--- src/rtl/ofs_plat_host_chan_burst_pkg.sv ---
// ofs_plat_host_chan_burst_pkg: shared types, default geometry and page-distance helper for the burst splitter.
package ofs_plat_host_chan_burst_pkg;
    localparam int DEF_DATA_WIDTH = 512;
    localparam int DEF_ADDR_WIDTH_LINES = 42;
    localparam int DEF_REQ_LEN_WIDTH = 8;
    localparam int DEF_MAX_BURST_LINES = 4;
    localparam int DEF_PAGE_BYTES = 4096;
    localparam int PAGE_LINES = DEF_PAGE_BYTES * 8 / DEF_DATA_WIDTH;
    localparam int BURST_LEN_WIDTH = $clog2(DEF_MAX_BURST_LINES) + 1;
    typedef logic [DEF_ADDR_WIDTH_LINES-1:0] t_line_addr;
    typedef logic [BURST_LEN_WIDTH-1:0] t_burst_len;
    typedef logic [DEF_REQ_LEN_WIDTH:0] t_req_len;
    typedef enum logic {IDLE, SPLIT} t_state;
    function automatic int unsigned lines_to_page(input int unsigned addr_low, input int unsigned page_lines);
        return page_lines - (addr_low & (page_lines - 1));
    endfunction
endpackage

--- src/rtl/ofs_plat_host_chan_burst_len_calc.sv ---
// ofs_plat_host_chan_burst_len_calc: next burst length from current address and lines remaining.
// OFS_PLAT_HOST_CHAN_BURST_NATURAL_ALIGN_EN restricts bursts to naturally aligned powers of two.
module ofs_plat_host_chan_burst_len_calc
    import ofs_plat_host_chan_burst_pkg::*;
#(
    parameter int ADDR_WIDTH_LINES = 42,
    parameter int REQ_LEN_WIDTH = 8,
    parameter int MAX_BURST_LINES = 4,
    parameter int N_PAGE_LINES = 64
) (
    input  logic [ADDR_WIDTH_LINES-1:0]          cur_addr,
    input  logic [REQ_LEN_WIDTH:0]               remaining,
    output logic [$clog2(MAX_BURST_LINES):0]     len
);
    localparam int LW = $clog2(MAX_BURST_LINES) + 1;
    localparam int unsigned MAXL = MAX_BURST_LINES;
    int unsigned addr_low, lim;
    always_comb begin
        addr_low = 32'(cur_addr & ADDR_WIDTH_LINES'(N_PAGE_LINES - 1));
        lim = lines_to_page(addr_low, N_PAGE_LINES);
        lim = (32'(remaining) < lim) ? 32'(remaining) : lim;
        lim = (MAXL < lim) ? MAXL : lim;
`ifdef OFS_PLAT_HOST_CHAN_BURST_NATURAL_ALIGN_EN
        len = '0;
        for (int i = 0; i < LW; i++)
            if ((32'd1 << i) <= lim && (addr_low & ((32'd1 << i) - 32'd1)) == 0) len = LW'(32'd1 << i);
`else
        len = LW'(lim);
`endif
    end
endmodule

--- src/rtl/ofs_plat_host_chan_burst_splitter.sv ---
// ofs_plat_host_chan_burst_splitter: splits multi-line requests into page-safe bursts of at most MAX_BURST_LINES.
// OFS_PLAT_HOST_CHAN_BURST_NATURAL_ALIGN_EN (optional) forces naturally aligned power-of-two bursts.
module ofs_plat_host_chan_burst_splitter
    import ofs_plat_host_chan_burst_pkg::*;
#(
    parameter int DATA_WIDTH = 512,
    parameter int ADDR_WIDTH_LINES = 42,
    parameter int REQ_LEN_WIDTH = 8,
    parameter int MAX_BURST_LINES = 4,
    parameter int PAGE_BYTES = 4096,
    parameter int TAG_WIDTH = 8
) (
    input  logic                              clk,
    input  logic                              reset_n,
    input  logic                              in_valid,
    output logic                              in_ready,
    input  logic [ADDR_WIDTH_LINES-1:0]       in_addr,
    input  logic [REQ_LEN_WIDTH-1:0]          in_len,
    input  logic [TAG_WIDTH-1:0]              in_tag,
    output logic                              out_valid,
    input  logic                              out_ready,
    output logic [ADDR_WIDTH_LINES-1:0]       out_addr,
    output logic [$clog2(MAX_BURST_LINES):0]  out_len,
    output logic [TAG_WIDTH-1:0]              out_tag,
    output logic                              out_sop,
    output logic                              out_eop
);
    localparam int PL = PAGE_BYTES * 8 / DATA_WIDTH;
    localparam int RW = REQ_LEN_WIDTH + 1;
    t_state state, state_n;
    logic [ADDR_WIDTH_LINES-1:0] cur_addr, addr_n;
    logic [RW-1:0] remaining, rem_n;
    logic [TAG_WIDTH-1:0] tag_q, tag_n;
    logic sop_q, sop_n, live;
    ofs_plat_host_chan_burst_len_calc #(
        .ADDR_WIDTH_LINES(ADDR_WIDTH_LINES),
        .REQ_LEN_WIDTH(REQ_LEN_WIDTH),
        .MAX_BURST_LINES(MAX_BURST_LINES),
        .N_PAGE_LINES(PL)
    ) len_calc (
        .cur_addr(cur_addr),
        .remaining(remaining),
        .len(out_len)
    );
    assign out_valid = state == SPLIT;
    assign out_addr = cur_addr;
    assign out_tag = tag_q;
    assign out_sop = sop_q;
    assign out_eop = remaining == RW'(out_len);
    // live keeps in_ready low while reset is held, even though IDLE would otherwise accept
    assign in_ready = live && (!out_valid || (out_ready && out_eop));
    always_ff @(posedge clk or negedge reset_n) begin
        if (!reset_n) begin
            state <= IDLE;
            cur_addr <= '0;
            remaining <= '0;
            tag_q <= '0;
            sop_q <= 1'b1;
            live <= 1'b0;
        end else begin
            state <= state_n;
            cur_addr <= addr_n;
            remaining <= rem_n;
            tag_q <= tag_n;
            sop_q <= sop_n;
            live <= 1'b1;
        end
    end
    always_comb begin
        state_n = state;
        addr_n = cur_addr;
        rem_n = remaining;
        tag_n = tag_q;
        sop_n = sop_q;
        if (out_valid && out_ready) begin
            addr_n = cur_addr + ADDR_WIDTH_LINES'(out_len);
            rem_n = remaining - RW'(out_len);
            sop_n = 1'b0;
            if (out_eop) state_n = IDLE;
        end
        if (in_valid && in_ready) begin
            addr_n = in_addr;
            rem_n = RW'(in_len) + RW'(1);
            tag_n = in_tag;
            sop_n = 1'b1;
            state_n = SPLIT;
        end
    end
endmodule
--- config.mk ---
export PLATFORM = sky130hd
export DESIGN_NAME = ofs_plat_host_chan_burst_splitter
export DESIGN_NICKNAME = d
export VERILOG_FILES = /design/src/rtl/ofs_plat_host_chan_burst_pkg.sv /design/src/rtl/ofs_plat_host_chan_burst_len_calc.sv /design/src/rtl/ofs_plat_host_chan_burst_splitter.sv
export SDC_FILE = /design/constraint.sdc
export NUM_CORES = 1
export LEC_CHECK = 0
export ABC_AREA = 1
export CAP_MARGIN = 10
export CORE_ASPECT_RATIO = 1.25
export CORE_MARGIN = 5
export CORE_UTILIZATION = 30
export CTS_BUF_LIST = sky130_fd_sc_hd__clkbuf_8
export DETAILED_ROUTE_END_ITERATION = 12
export GPL_TIMING_DRIVEN = 0
export SYNTH_ARGS = -nofsm -noshare
export SYNTH_HDL_FRONTEND = slang
export SYNTH_SLANG_ARGS = --single-unit
--- constraint.sdc ---
create_clock -name clk -period 9.61 [get_ports clk]
set_input_delay 2.4025 -clock clk [delete_from_list [all_inputs] [get_ports clk]]
set_output_delay 2.4025 -clock clk [all_outputs]
set_load 0.01 [all_outputs]
# --- Word level (Yosys, flattened, before mapping) ---
# Index checks and enable logic that the tools add are counted.
op_classes:
  n_addsub: 4
  n_lt_le_gt_ge: 2
  n_eq_ne: 1
  n_mux: 11
  reduce_logical: 9
ops:
  columns: ["cell", "n"]
  rows:
  - ["$mux W42", 2]
  - ["$add A42 B3 Y42", 1]
  - ["$lt A3 B32 Y1 const A", 1]
  - ["$lt A9 B32 Y1", 1]
  - ["$mux W32", 1]
  - ["$mux W9", 2]
  - ["$add A8 B1 Y9 const B", 1]
  - ["$eq A9 B3 Y1", 1]
  - ["$sub A9 B3 Y9", 1]
  - ["$sub A7 B6 Y8 const A", 1]
  - ["$mux W1", 5]
  - ["$logic_and A1 B1 Y1", 4]
  - ["$reduce_bool A2 Y1", 2]
  - ["$mux W3", 1]
  - ["$reduce_and A2 Y1", 1]
  - ["$logic_not A1 Y1", 1]
  - ["$logic_or A1 B1 Y1", 1]
word_totals:
  ff_bits: 62
  inputBits: 62
  word_cells: 33

# --- Longest topological paths before layout ---
logic_depth:
  ltp_word: 12
  ltp_mapped: 28

# --- By module ---
# Synthesis repeated with hierarchy kept, for this count alone.
hier_totals:
  cells_unflattened: 811
  hier_area_um2: 5064.9
modules_own_cells:
  columns: ["module", "n_inst", "cells_per_inst", "area_each_um2", "seq_area_each_um2"]
  rows:
  - ["ofs_plat_host_chan_burst_splitter", 1, 745, 4685.7, 1552.7]
  - ["ofs_plat_host_chan_burst_len_calc", 1, 66, 379.1, 0.0]

# --- Worst setup path after synthesis ---
# OpenSTA, ideal clock, no wires.
synth_path:
  kind: "reg-to-output"
  from: "register cur_addr[0], in the netlist out_addr[0]"
  to: "output port in_ready"
  arrival_time_ns: 3.162
  required_ns: 7.207
  setup_slack_ns: 4.045
  stages_incl_launch_ff: 19
  path_cell_list: "dfrtp_1 > inv_1 > ha_1 > nand2_1 > nor3_1 > inv_1 > ha_1 > nand2_1 > nand3_1 > a31oi_1 > nand2_1 > nand2_1 > nand2_1 > nor2_1 > ha_1 > nand2_1 > nor3_2 > nand3_2 > a21boi_0"
synth_via:
  elab_chain_cells: 9
synth_lines:
  columns: ["item", "line", "source"]
  rows:
  - ["start, declared", "ofs_plat_host_chan_burst_splitter.sv:31", "logic [ADDR_WIDTH_LINES-1:0] cur_addr, addr_n;"]
  - ["start signal, assigned", "ofs_plat_host_chan_burst_splitter.sv:62", "cur_addr <= addr_n;"]
  - ["$sub A7 B6 Y8 *", "ofs_plat_host_chan_burst_pkg.sv:15", "return page_lines - (addr_low & (page_lines - 1));"]
  - ["$lt A9 B32 Y1", "ofs_plat_host_chan_burst_len_calc.sv:21", "lim = (32'(remaining) < lim) ? 32'(remaining) : lim;"]
  - ["$mux W32 *", "ofs_plat_host_chan_burst_len_calc.sv:21", null]
  - ["$lt A3 B32 Y1", "ofs_plat_host_chan_burst_len_calc.sv:22", "lim = (MAXL < lim) ? MAXL : lim;"]
  - ["$mux W3 *", "ofs_plat_host_chan_burst_len_calc.sv:22", null]
  - ["named net out_len[2]", "ofs_plat_host_chan_burst_splitter.sv:23", "output logic [$clog2(MAX_BURST_LINES):0] out_len,"]
  - ["$eq A9 B3 Y1 *", "ofs_plat_host_chan_burst_splitter.sv:49", "assign out_eop = remaining == RW'(out_len);"]
  - ["$logic_and A1 B1 Y1 *", "ofs_plat_host_chan_burst_splitter.sv:51", "assign in_ready = live && (!out_valid || (out_ready && out_eop));"]
  - ["$logic_or A1 B1 Y1 *", "ofs_plat_host_chan_burst_splitter.sv:51", null]
  - ["$logic_and A1 B1 Y1 *", "ofs_plat_host_chan_burst_splitter.sv:51", null]
  - ["end, declared", "ofs_plat_host_chan_burst_splitter.sv:16", "output logic in_ready,"]
# The timed path passes the listed nets; every way through them passes the cells marked *.

# --- Final worst setup path ---
layout_path:
  from: "register cur_addr[0], in the netlist out_addr[0]"
  to: "output port in_ready"
layout_via:
  elab_chain_cells: 9
layout_lines:
  columns: ["item", "line"]
  rows:
  - ["$sub A7 B6 Y8 *", "ofs_plat_host_chan_burst_pkg.sv:15"]
  - ["$lt A9 B32 Y1", "ofs_plat_host_chan_burst_len_calc.sv:21"]
  - ["$mux W32 *", "ofs_plat_host_chan_burst_len_calc.sv:21"]
  - ["$lt A3 B32 Y1", "ofs_plat_host_chan_burst_len_calc.sv:22"]
  - ["$mux W3 *", "ofs_plat_host_chan_burst_len_calc.sv:22"]
  - ["$eq A9 B3 Y1 *", "ofs_plat_host_chan_burst_splitter.sv:49"]
  - ["$logic_and A1 B1 Y1 *", "ofs_plat_host_chan_burst_splitter.sv:51"]
  - ["$logic_or A1 B1 Y1 *", "ofs_plat_host_chan_burst_splitter.sv:51"]
  - ["$logic_and A1 B1 Y1 *", "ofs_plat_host_chan_burst_splitter.sv:51"]
# Mark *: on every way between the ends. The rest lies on a longest branch, timed or not.

==> flow_summary_export.csv <==
group,metric,value,unit
clock_tree,ctsResizeCount,0,
status,outcome,"finished clean",
detailed_routing,first_pass_iters,5,
clock_tree,cts_tree,"done",
yosys,synth_area_leaders,"dfrtp_1 (30%), nand2_1 (27%), nand3_1 (8.1%)",
yosys,yosysWarnings,0,
global_routing,grt_pass1_vias,5379,
sta,clock_skew,12.9,ps
global_routing,track_usage,0.190,
hold_path,holdCritPathClass,"register to register",
power,ir_drop,0.110,mV
clock_tree,cts_buffers,9,
detailed_routing,route.detailed.drc,0,
critical_path,rrSetupSlack,5110,ps
floorplan,row_count,53,
clock_tree,cts_buffer_depth,2,
detailed_routing,drtAntennaViolNets,0,
yosys,synth_edf_count,0,
yosys,ys_seq_area_frac,0.306,
clock_tree,cts_hold_buf,0,
yosys,yosysMostFrequentCell,"nand2_1",
critical_path,r2r-end,"out_addr[26]",
sta,post-route-min-period,6810,ps
detailed_routing,detailedRoute.firstIterationViolations,365,
critical_path,worstPathRequired,7210,ps
floorplan,core,16700,sq um
hold_path,holdPathStages,2,
floorplan,die_w,126,microns
finish,layout.nets,1045,
sta,tns,0,ps
placement,dpl.hpwl,14700,microns
sta,setup_viol,0,
critical_path,regToRegStartpoint,"out_addr[0]",
yosys,netlist_instances,839,
detailed_routing,wl_per_cell,15.8,microns
flow_run,cap_violations,0,
clock_tree,clk_latency,370,ps
clock_tree,post_cts_buffers,0,
sta,relSlewSlack,0.425,
hold_path,whs_endpoint,"out_sop",
global_routing,grt_start_max_net_pins,63,
finish,synthToLayoutAreaGrowth,32.5,%
yosys,async_flop_share,1.00,
critical_path,crit_type,"register to output port",
floorplan,die-height,155,microns
placement,portBuffers,117,
sta,finalMaxSlewViolations,0,
finish,drive_gt1_frac,0.0473,
critical_path,worstSetupEndpointType,"output port",
yosys,yosys.area.top_type_share,0.301,
power,p_total,1820,uW
power,powerDensity,271,nW/um^2
floorplan,dieArea,19600,sq um
clock_tree,cts.sinks,62,
floorplan,start_util,0.303,
critical_path,ff2ff_path_depth,24,
floorplan,io_pins,119,
sta,rsz0062_at_grt,"false",
yosys,syn-num-nets,917,
hold_path,min_from,"out_sop",
critical_path,path_max_fanout,5,
clock_tree,cts-root-buf,"clkbuf_8",
detailed_routing,viasPerCell,4.80,
yosys,netlist_area,5070,sq um
yosys,synthTopCellsByCount,"nand2_1 (363), nor2_1 (98), inv_1 (84)",
finish,antennaDiodeCount,0,
yosys,post-synth-top-area-cell,"dfrtp_1",
yosys,syn-mean-instance-area,6.04,sq um
sta,hold_viol,0,
detailed_routing,vias,5723,
global_routing,grt_pass1_wl,29200,microns
clock_tree,clk_pin_slew,80,ps
sta,post-route-period-util,0.709,
sta,fmax,147,MHz
yosys,ys_types,35,
global_routing,antenna_found_initial,0,
critical_path,startpoint_type,"register",
power,power.leakage,0.00321,uW
critical_path,cp.arrival,4410,ps
sta,worst_pin_slew,862,ps
detailed_routing,totalWireLength,18900,microns
placement,place_congestion,0.917,
yosys,ys_seq_elements,62,
yosys,yosys_most_used_dff,"dfrtp_1",
clock_tree,h-tree-depth,3,
global_routing,grt_overflow,0,
==> area by class of cell <==
type / count / area [sq um]
fill: 1876 / 10000
multi-input combinational: 663 / 3050
sequential: 62 / 1550
timing repair buffer: 117 / 1170
inverter: 88 / 330
tap: 220 / 275
clock buffer: 11 / 151
buffer: 26 / 136
clock inverter: 5 / 50.0
==> critical path: stages, from the launching register on <==
cell and delay, ps:
dfrtp_1 420, inv_1 160, ha_1 210, nand2_1 90
nor3_1 210, inv_1 80, ha_1 290, nand2_1 70
nand3_1 70, a31oi_1 230, nand2_1 150, nand2_1 90
nand2_1 140, nor2_1 310, ha_1 200, nand2_1 80
nor3_2 160, nand3_2 150, a21boi_0 310, clkdlybuf4s50_1 620
==> routing by layer <==
layer	track usage	share of wire
met4	0.0664	0.028
met5	0	0
met2	0.327	0.49
met3	0.0258	0.050
met1	0.245	0.43
==> registers in the layout (all words and copies together), names as in the netlist <==
name       flops
out_addr      42
live           1
out_tag        8
remaining      9
out_valid      1
out_sop        1
==> worst max-delay path by stage <==
stage           startpoint  slack (ps)  cells past startpoint  endpoint
6_report       out_addr[0]        2800                     19  in_ready
5_1_grt        out_addr[0]        2270                     19  in_ready
4_1_cts        out_addr[0]        2730                     19  in_ready
3_5_place_dp   out_addr[0]        3150                     19  in_ready
3_3_place_gp   out_addr[0]        3180                     19  in_ready
2_1_floorplan  out_addr[0]        4050                     18  in_ready
==> where the power goes <==
group | switching, uW | leakage, uW | internal, uW | total [uW]
clock | 114 | 0.000108 | 132 | 246
sequential | 174 | 0.000786 | 375 | 549
combinational | 568 | 0.00231 | 452 | 1020
total | 856 | 0.00321 | 959 | 1820
==> cell usage in the layout, fill, tap and decap left out, types with 8 or more instances in the layout <==
cell type / instances
o21ai_0: 24
clkbuf_1: 8
clkbuf_8: 11
xor2_1: 18
clkdlybuf4s50_1: 116
nand3b_1: 9
inv_1: 86
nand3_1: 82
buf_2: 13
nor2_1: 98
nand4_1: 18
ha_1: 14
dfrtp_1: 61
nand2_1: 363
==> kinds of logic after synthesis <==
logic type	share of synthesized area
and+or+nand+nor	0.485
xor gates and xnor gates	0.0346
other	0.000740
AOI/OAI and AO/OA	0.0390
adders and majority gates	0.0425
DFF	0.306
buffers and inverters	0.0921
==> per-stage QoR <==
stage                     cell area [sq um]   util  setup WS (ps)  std cells  hold slack, ps
after detailed placement               6510  0.390           3150       1176             461
after global placement                 6510  0.390           3180       1176             455
after global routing                   6710  0.402           2270       1192             510
after CTS                              6710  0.402           2730       1192             475
after floorplan                        5070      -           4050        839             474
final                                  6710  0.402           2800       1192             476
Power figures use the tool's default switching activity.
